**src/rtl/usb_pkg.sv**
```systemverilog
// Shared types and constants for the USB transmit packet path.
package usb_pkg;

  typedef enum logic [3:0] {
    IDLE,
    SYNC,
    PID,
    DATA,
    CRC_LO,
    CRC_HI,
    ABORT,
    EOP,
    IDLE_J
  } state_t;

  localparam logic [7:0]  SYNC_BYTE    = 8'h80;
  localparam logic [3:0]  PID_ACK      = 4'h2;
  localparam logic [3:0]  PID_NAK      = 4'hA;
  localparam logic [3:0]  PID_DATA0    = 4'h3;
  localparam logic [3:0]  PID_DATA1    = 4'hB;
  localparam logic [15:0] CRC16_POLY_R = 16'hA001;
  localparam logic [15:0] CRC16_INIT   = 16'hFFFF;

  // Reflected CRC16 step over one byte, data bits consumed LSB first.
  function automatic logic [15:0] crc16_byte(input logic [15:0] crc, input logic [7:0] data);
    logic [15:0] c;
    c = crc;
    for (int i = 0; i < 8; i++) begin
      if (c[0] ^ data[i]) c = (c >> 1) ^ CRC16_POLY_R;
      else                c = c >> 1;
    end
    return c;
  endfunction

  function automatic logic is_data_pid(input logic [3:0] pid);
    return (pid == PID_DATA0) || (pid == PID_DATA1);
  endfunction

endpackage

```
**src/rtl/usb_crc16.sv**
```systemverilog
// Running CRC16 register over payload bytes; one byte per en, restarted by clear.
module usb_crc16
  import usb_pkg::*;
(
  input  logic        clk,
  input  logic        n_rst,
  input  logic        clear,
  input  logic        en,
  input  logic [7:0]  byte_in,
  output logic [15:0] crc
);

  always_ff @(posedge clk or negedge n_rst) begin
    if (!n_rst)     crc <= CRC16_INIT;
    else if (clear) crc <= CRC16_INIT;
    else if (en)    crc <= crc16_byte(crc, byte_in);
  end

endmodule

```
**src/rtl/usb_tx_packet_ctrl.sv**
```systemverilog
// USB transmit packet sequencer: SYNC, PID, payload and CRC16 byte slots followed by EOP.
// Payload handshake (byte_ready) falls on the last cycle before a DATA slot so the byte loads at count 0.
module usb_tx_packet_ctrl
  import usb_pkg::*;
#(
  parameter int BIT_CLKS  = 8,
  parameter int MAX_BYTES = 64
) (
  input  logic       clk,
  input  logic       n_rst,
  input  logic       tx_start,
  input  logic [3:0] tx_pid,
  input  logic [7:0] byte_data,
  input  logic       byte_valid,
  input  logic       byte_last,
  output logic       byte_ready,
  output logic       load_enable,
  output logic [7:0] shift_data,
  output logic       eop,
  output logic       tx_busy,
  output logic       tx_done,
  output logic       tx_error
);

  localparam int            SLOT_CLKS = 8 * BIT_CLKS;
  localparam int            CW        = $clog2(SLOT_CLKS);
  localparam logic [CW-1:0] SLOT_LAST = CW'(SLOT_CLKS - 1);
  localparam logic [CW-1:0] SLOT_PRE  = CW'(SLOT_CLKS - 2);
  localparam logic [CW-1:0] EOP_LAST  = CW'(2 * BIT_CLKS - 1);
  localparam logic [CW-1:0] J_LAST    = CW'(BIT_CLKS - 1);
  localparam logic [CW-1:0] J_PRE     = CW'(BIT_CLKS - 2);
  localparam logic [6:0]    BYTES_MAX = 7'(MAX_BYTES);
  localparam logic [6:0]    BYTES_SAT = 7'(MAX_BYTES + 1);

  state_t        state;
  logic [CW-1:0] cnt;
  logic [6:0]    byte_cnt;
  logic [3:0]    pid_q;
  logic          last_q;
  logic [15:0]   crc;
  logic          crc_clear;
  logic          crc_en;
  logic          more_data;

  assign crc_clear = (state == IDLE) && tx_start;
  assign crc_en    = byte_ready && byte_valid;
  assign more_data = ((state == PID) && is_data_pid(pid_q)) ||
                     ((state == DATA) && !last_q && (byte_cnt != BYTES_MAX));

  usb_crc16 u_crc (
    .clk     (clk),
    .n_rst   (n_rst),
    .clear   (crc_clear),
    .en      (crc_en),
    .byte_in (byte_data),
    .crc     (crc)
  );

  always_ff @(posedge clk or negedge n_rst) begin
    if (!n_rst) begin
      state       <= IDLE;
      cnt         <= '0;
      byte_cnt    <= '0;
      pid_q       <= '0;
      last_q      <= 1'b0;
      byte_ready  <= 1'b0;
      load_enable <= 1'b0;
      shift_data  <= 8'h00;
      eop         <= 1'b0;
      tx_busy     <= 1'b0;
      tx_done     <= 1'b0;
      tx_error    <= 1'b0;
    end else begin
      load_enable <= 1'b0;
      byte_ready  <= 1'b0;
      tx_error    <= 1'b0;
      tx_done     <= 1'b0;
      case (state)
        IDLE: begin
          if (tx_start) begin
            state       <= SYNC;
            cnt         <= '0;
            pid_q       <= tx_pid;
            byte_cnt    <= '0;
            last_q      <= 1'b0;
            load_enable <= 1'b1;
            shift_data  <= SYNC_BYTE;
            tx_busy     <= 1'b1;
          end
        end
        SYNC, PID, DATA, CRC_LO, CRC_HI: begin
          if (cnt != SLOT_LAST) begin
            cnt <= cnt + 1'b1;
            if ((cnt == SLOT_PRE) && more_data) byte_ready <= 1'b1;
          end else begin
            cnt <= '0;
            case (state)
              SYNC: begin
                state       <= PID;
                load_enable <= 1'b1;
                shift_data  <= {~pid_q, pid_q};
              end
              PID, DATA: begin
                if ((state == PID) && !is_data_pid(pid_q)) begin
                  state <= EOP;
                  eop   <= 1'b1;
                end else if ((state == DATA) && last_q) begin
                  state       <= CRC_LO;
                  load_enable <= 1'b1;
                  shift_data  <= ~crc[7:0];
                end else if (byte_ready && byte_valid) begin
                  state       <= DATA;
                  load_enable <= 1'b1;
                  shift_data  <= byte_data;
                  byte_cnt    <= byte_cnt + 7'd1;
                  last_q      <= byte_last;
                end else if ((state == PID) && byte_last) begin
                  // Empty DATA packet: go straight to the CRC of no bytes.
                  state       <= CRC_LO;
                  load_enable <= 1'b1;
                  shift_data  <= ~crc[7:0];
                end else begin
                  state    <= ABORT;
                  tx_error <= 1'b1;
                  if (byte_cnt == BYTES_MAX) byte_cnt <= BYTES_SAT;
                end
              end
              CRC_LO: begin
                state       <= CRC_HI;
                load_enable <= 1'b1;
                shift_data  <= ~crc[15:8];
              end
              default: begin
                state <= EOP;
                eop   <= 1'b1;
              end
            endcase
          end
        end
        ABORT: begin
          state <= EOP;
          cnt   <= '0;
          eop   <= 1'b1;
        end
        EOP: begin
          if (cnt == EOP_LAST) begin
            state <= IDLE_J;
            cnt   <= '0;
            eop   <= 1'b0;
          end else begin
            cnt <= cnt + 1'b1;
          end
        end
        IDLE_J: begin
          if (cnt == J_LAST) begin
            state   <= IDLE;
            cnt     <= '0;
            tx_busy <= 1'b0;
          end else begin
            cnt <= cnt + 1'b1;
            if (cnt == J_PRE) tx_done <= 1'b1;
          end
        end
        default: state <= IDLE;
      endcase
    end
  end

endmodule
```
**config.mk**
```make
export PLATFORM = sky130hd
export DESIGN_NAME = usb_tx_packet_ctrl
export DESIGN_NICKNAME = d
export VERILOG_FILES = /design/src/rtl/usb_pkg.sv /design/src/rtl/usb_crc16.sv /design/src/rtl/usb_tx_packet_ctrl.sv
export SDC_FILE = /design/constraint.sdc
export NUM_CORES = 1
export LEC_CHECK = 0
export ABC_CLOCK_PERIOD_IN_PS = 2800
export BUFFER_PORTS_ARGS = -buffer_cell sky130_fd_sc_hd__buf_2
export CAP_MARGIN = 20
export CORE_MARGIN = 1
export CORE_UTILIZATION = 59
export DETAILED_ROUTE_END_ITERATION = 8
export PLACE_DENSITY = 0.91
export SLEW_MARGIN = 20
export SYNTH_ARGS = -nofsm -noshare
export SYNTH_HDL_FRONTEND = slang
export SYNTH_SLANG_ARGS = --single-unit
export TNS_END_PERCENT = 50
```
**constraint.sdc**
```tcl
create_clock -name clk -period 2.8 [get_ports clk]
set_input_delay 0.28 -clock clk [delete_from_list [all_inputs] [get_ports clk]]
set_output_delay 0.28 -clock clk [all_outputs]
set_load 0.03 [all_outputs]
```
# == Word level (Yosys, flattened, before mapping) ==
# Cells that the tools add are included.
# word_totals
romBits,0
in_bits,17
ramBits,0
output_inout_bits,14
elab_cells,188
memories,0
regBits,52
latchBits,0
# op_classes
n_div,0
mul,0
bitwise_logic,19
n_reduce_logical,30
add_sub_neg,2
eq_ne,32
n_lt_le_gt_ge,0
shifts,0
n_mux,92
# op_table
cell,n
16-bit 2-to-1 mux,24
7-bit 2-to-1 mux,8
8-bit 2-to-1 mux,6
1-bit 2-to-1 mux,30
6-bit case mux with 5 select lines,1
6-bit 2-to-1 mux,4
2-bit inverter with 3-bit output,8
8-bit case mux with 3 select lines,1
4-bit case mux with 5 select lines,1
2-bit != test (second input constant),9
4-bit by 3-bit == test with 1-bit output (second input constant),4
4-bit 2-to-1 mux,4
8-bit inverter,2
8-bit case mux with 2 select lines,1
7-bit case mux with 2 select lines,1
4-bit by 2-bit == test with 1-bit output (second input constant),3
6-bit by 3-bit == test with 1-bit output (second input constant),2
3-bit != test (second input constant),4
1-bit case mux with 2 select lines,5
1-bit logical AND,9
3-bit 2-to-1 mux,3
3-bit case mux with 3 select lines,1
4-bit == test (second input constant),2
8-bit AND reduction,1
28 further kinds,41

# == Logic depth before layout (Yosys ltp) ==
# depth
word_depth,32
depth_mapped,7
ltp_nobuf,6

# == Modules after synthesis ==
# From an unflattened synthesis, not the netlist that was laid out.
# hier_totals
cells_unflattened,377
area_unflattened_um2,3520.9
# by_module_without_submodules
mod,seq_area_each_um2,cells_each,area_per_inst_um2,n_inst
usb_tx_packet_ctrl,900.9,286,2396.0,1
usb_crc16,420.4,91,1124.8,1

# == Least setup slack after synthesis ==
# Ideal clock, no wire load.
# synth_timing
path_type,register to register
startpoint,register cnt[1]
endpoint,register state[0]
arrival_ns,1.876
n_path_buf,0
period_less_slack_ns,2.009
t_required_ns,2.667
stages_incl_launch_ff,7
setup_slack_ns,0.791
setup_ns,0.133
cell_sequence,dfrtp_1 > ha_1 > or3b_2 > o211ai_1 > o211ai_1 > o31ai_1 > o21ai_0
# synth_between
elab_chain_len,3
elab_cells_between_ends,7
classes_between,eq/ne: 6; reduce/logical: 1
# synth_rtl
item,line_no,rtl
start: declaration,usb_tx_packet_ctrl.sv:36,logic [CW-1:0] cnt;
start signal: assignment,usb_tx_packet_ctrl.sv:93,cnt <= cnt + 1'b1;
start signal: assignment,usb_tx_packet_ctrl.sv:151,cnt <= cnt + 1'b1;
start signal: assignment,usb_tx_packet_ctrl.sv:160,cnt <= cnt + 1'b1;
6-bit by 3-bit == test with 1-bit output (tied with other cells),usb_tx_packet_ctrl.sv:155,if (cnt == J_LAST) begin
2-bit != test (no line),--,
4-bit AND reduction (no line) *,--,
end signal: assignment,usb_tx_packet_ctrl.sv:147,state <= IDLE_J;
end signal: assignment,usb_tx_packet_ctrl.sv:156,state <= IDLE;
end signal: assignment,usb_tx_packet_ctrl.sv:164,default: state <= IDLE;
end: declaration,usb_tx_packet_ctrl.sv:35,state_t state;
# Every way passes the cells marked *; elsewhere a longest branch is shown, timed or not.
# A chain may end at the register's enable or synchronous reset.

# == Final worst setup path ==
# layout_timing
startpoint,register state[1]
endpoint,register byte_cnt[4]
# layout_between
elab_chain_len,4
elab_cells_between_ends,21
classes_between,eq/ne: 12; mux: 1; reduce/logical: 8
# layout_rtl
item,line_no,rtl
start signal: assignment,usb_tx_packet_ctrl.sv:61,state <= IDLE;
start signal: assignment,usb_tx_packet_ctrl.sv:81,state <= SYNC;
start signal: assignment,usb_tx_packet_ctrl.sv:99,state <= PID;
4-bit by 2-bit == test with 1-bit output (tied with other cells),--,
5-bit OR reduction (tied with other cells),usb_tx_packet_ctrl.sv:78,case (state)
3-bit != test (no line) (tied with other cells),--,
8-bit AND reduction (no line),--,
end signal: assignment,usb_tx_packet_ctrl.sv:115,byte_cnt <= byte_cnt + 7'd1;
end: declaration,usb_tx_packet_ctrl.sv:37,logic [6:0] byte_cnt;
# Several ways; a longest one is shown, not always the timed one.

==> metrics.yaml <==
worst-setup-path-type: "reg -> reg"
hold_viol_final: 0
synth_top_area_share: 0.285
insertion_delay_of_the_later_clocked_pin_in_the_worst_skew_pair_ns: 0.31
cts-htree-levels: 2
count_of_distinct_cell_types_in_the_synthesized_netlist: 59
cts_hold_repair.buffers: 0
area_growth_pct: 11.1
dpl_cell_area_um2: 3350
synthDominantAreaCellType: "sky130_fd_sc_hd__dfrtp_1"
cts_post_setup_buffers_inserted: 0
timing.fmax_ghz: 0.410
critical_path.endpoint_type: "flop"
p_leak_nw: 1.47
crit_path_max_fanout: 14
pin_count: 31
yosysWarnings: 0
worstPathRequired_ns: 3.03
final.fill_count: 417
root_buffer: "sky130_fd_sc_hd__clkbuf_8"
synthTopCellsByArea: "sky130_fd_sc_hd__dfrtp_1, sky130_fd_sc_hd__dfstp_2, sky130_fd_sc_hd__nand2_1"
number_of_clock_buffers_inserted_by_tritoncts: 5
yosys.cell_count.top_type: "sky130_fd_sc_hd__nand2_1"
critPathArrivalTime_ns: 2.67
tritoncts: "yes"
antenna_cells_inserted: 0
synth_top_flop_cell: "sky130_fd_sc_hd__dfrtp_1"
route.detailed.drc: 0
finalNetCount: 396
wl_per_cell_um: 16.9
drt.antenna.violating_nets: 0
clock_sink_count: 52
totalPowerFinal_w: 0.00237
cts-root-to-sink-buffers: 2
detail_route.iter0.violations: 429
synthesis.nets: 375
timing.final.max_slew_violations: 0
syn_avg_cell_area_um2: 8.92
synth.cells.most_frequent: "sky130_fd_sc_hd__nand2_1, sky130_fd_sc_hd__dfrtp_1, sky130_fd_sc_hd__o21ai_0"
grt_max_degree: 40
gp_routability_congestion: 0.913
port-buffer-count: 30
synth_edf_count: 0
multiInputGateArea_um2: 1710
final_layout_size_suffix_gt1_frac: 0.189
worst_setup_hold_path_clk_slew_ns: 0.10
synth-seq-area-share: 0.418
setup.worst_path.start_class: "flop"
first_global_vias: 2494
synthesis.instances: 354
outcome: "complete, no violations"
drtPass1Iterations: 5
vdd_ir_drop_max_mv: 0.479
skew_ns: 0.00631
setup-tns-final_ns: 0
worst_slew_pin_slew_ns: 0.826
first_pass_grt_wire_length_um: 12200
pwr_density_cell_nw_per_um2: 675
dr_total_vias: 2862
ys_ff_latch: 52
seqCellArea_um2: 1320
layout_min_cycle_time_ns: 2.44
slew_headroom: 0.449
synthArstFlopShare: 1.00
setup_viol_count_final: 0
avgViaCountPerCell: 6.42
globalRouteTotalUtil: 0.285
period_share: 0.871
die_area_um2: 5650
num_rows: 26
number_of_antenna_violations_at_the_first_check_in_global_routing: 0
initial_core_util: 0.614
drt_wl_total_um: 7540
die_height_um: 75.2
grt_overflow_total: 0
fp.coreArea_um2: 5140
grt_setup_unrepaired: "no"
hpwlAfterDp_um: 5250
drv.max_cap_violation_count: 0
design_area_um2: 3510
postCtsResizedCells: 0
dieWidth_um: 75.2
min_path_type: "in -> async"
synth_area_um2: 3160
power breakdown:
group	internal (W)	switching [W]
combinational	0.000289	0.000437
sequential	0.000832	0.000100
clock	0.000447	0.000263
total	0.00157	0.000800
worst max-delay path, stage by stage, from the launching register on:
cell and delay [ns]:
sky130_fd_sc_hd__dfrtp_1 0.60, sky130_fd_sc_hd__inv_1 0.29, sky130_fd_sc_hd__a2111oi_1 0.64, sky130_fd_sc_hd__o221ai_2 0.29
sky130_fd_sc_hd__or2_4 0.33, sky130_fd_sc_hd__o31ai_2 0.20
final cells by class:
class                      instances  share of cell area
multi-input combinational        270               0.488
timing repair buffer              35              0.0535
clock buffer                       5              0.0196
clock inverter                     3              0.0257
inverter                          11              0.0118
tap                               70              0.0250
sequential                        52               0.377
placed cells by master (no fill, tap or decap), types with 4 or more instances in the layout:
cell type and n:
sky130_fd_sc_hd__dfstp_2 16, sky130_fd_sc_hd__mux2i_1 8, sky130_fd_sc_hd__and2_1 4, sky130_fd_sc_hd__nor3_1 15, sky130_fd_sc_hd__ha_1 4, sky130_fd_sc_hd__dfrtp_1 36
sky130_fd_sc_hd__nand2_1 48, sky130_fd_sc_hd__clkbuf_8 5, sky130_fd_sc_hd__nor2b_1 4, sky130_fd_sc_hd__a221oi_1 6, sky130_fd_sc_hd__nor2_1 20, sky130_fd_sc_hd__buf_2 30
sky130_fd_sc_hd__nand3_1 15, sky130_fd_sc_hd__o211ai_1 13, sky130_fd_sc_hd__inv_1 11, sky130_fd_sc_hd__o21ai_0 27, sky130_fd_sc_hd__a211oi_1 6, sky130_fd_sc_hd__o22ai_1 6
sky130_fd_sc_hd__buf_4 5, sky130_fd_sc_hd__xnor2_1 15, sky130_fd_sc_hd__a21oi_1 16, sky130_fd_sc_hd__nand2b_1 8
worst paths after layout:
kind / slack [ns] / start / endpoint / cells past startpoint
worst max-delay path: 0.36 / state[1]$_DFFE_PN0P_ / byte_cnt[4]$_DFFE_PN0P_ / 5
max in group asynchronous: 1.95 / n_rst / u_crc.crc[13]$_DFFE_PN1P_ / 2
worst max register to register: 0.36 / state[1]$_DFFE_PN0P_ / byte_cnt[4]$_DFFE_PN0P_ / 5
min in group clk: 0.15 / tx_pid[3] / pid_q[3]$_DFFE_PN0P_ / 3
worst min register to register: 0.51 / u_crc.crc[2]$_DFFE_PN1P_ / u_crc.crc[2]$_DFFE_PN1P_ / 2
worst min-delay path: 0.05 / n_rst / shift_data[3]$_DFFE_PN0P_ / 1
sequential cells by signal, indices dropped and copies added, names as in the netlist:
name,flops
u_crc.crc,16
shift_data,8
byte_cnt,7
cnt,6
pid_q,4
state,4
byte_ready,1
eop,1
last_q,1
load_enable,1
tx_busy,1
tx_done,1
tx_error,1
per-stage QoR:
step                setup WS, ns  cells  hold slack [ns]   util
floorplan                  0.791    354          -0.0156      -
global placement           0.593    438            0.423  0.651
detailed placement         0.469    438            0.426  0.651
CTS                        0.435    446           0.0886  0.682
global route               0.179    446            0.129  0.682
finish                     0.361    446           0.0506  0.682
layer usage:
metal	vias up	wire (um)	track usage	part of all wire
met3	19	635	0.0629	0.084
li1	1322	-	-	-
met4	0	160	0.0926	0.021
met2	162	3340	0.424	0.44
met1	1359	3400	0.414	0.45
met5	-	0	0	0
cells by family (layout without fill, tap and decap cells):
kind of cell | Yosys count | count (layout) | synth area share
AO/OA/AOI/OAI | 102 | 102 | 0.222
flip-flops | 52 | 52 | 0.418
multiplexers | 9 | 9 | 0.0289
buffers and inverters | 32 | 54 | 0.0400
AND/OR/NAND/NOR | 135 | 135 | 0.210
XOR/XNOR | 20 | 20 | 0.0650
adder cells (fa/ha/maj) | 4 | 4 | 0.0158
(Power assumes the default switching activity.)
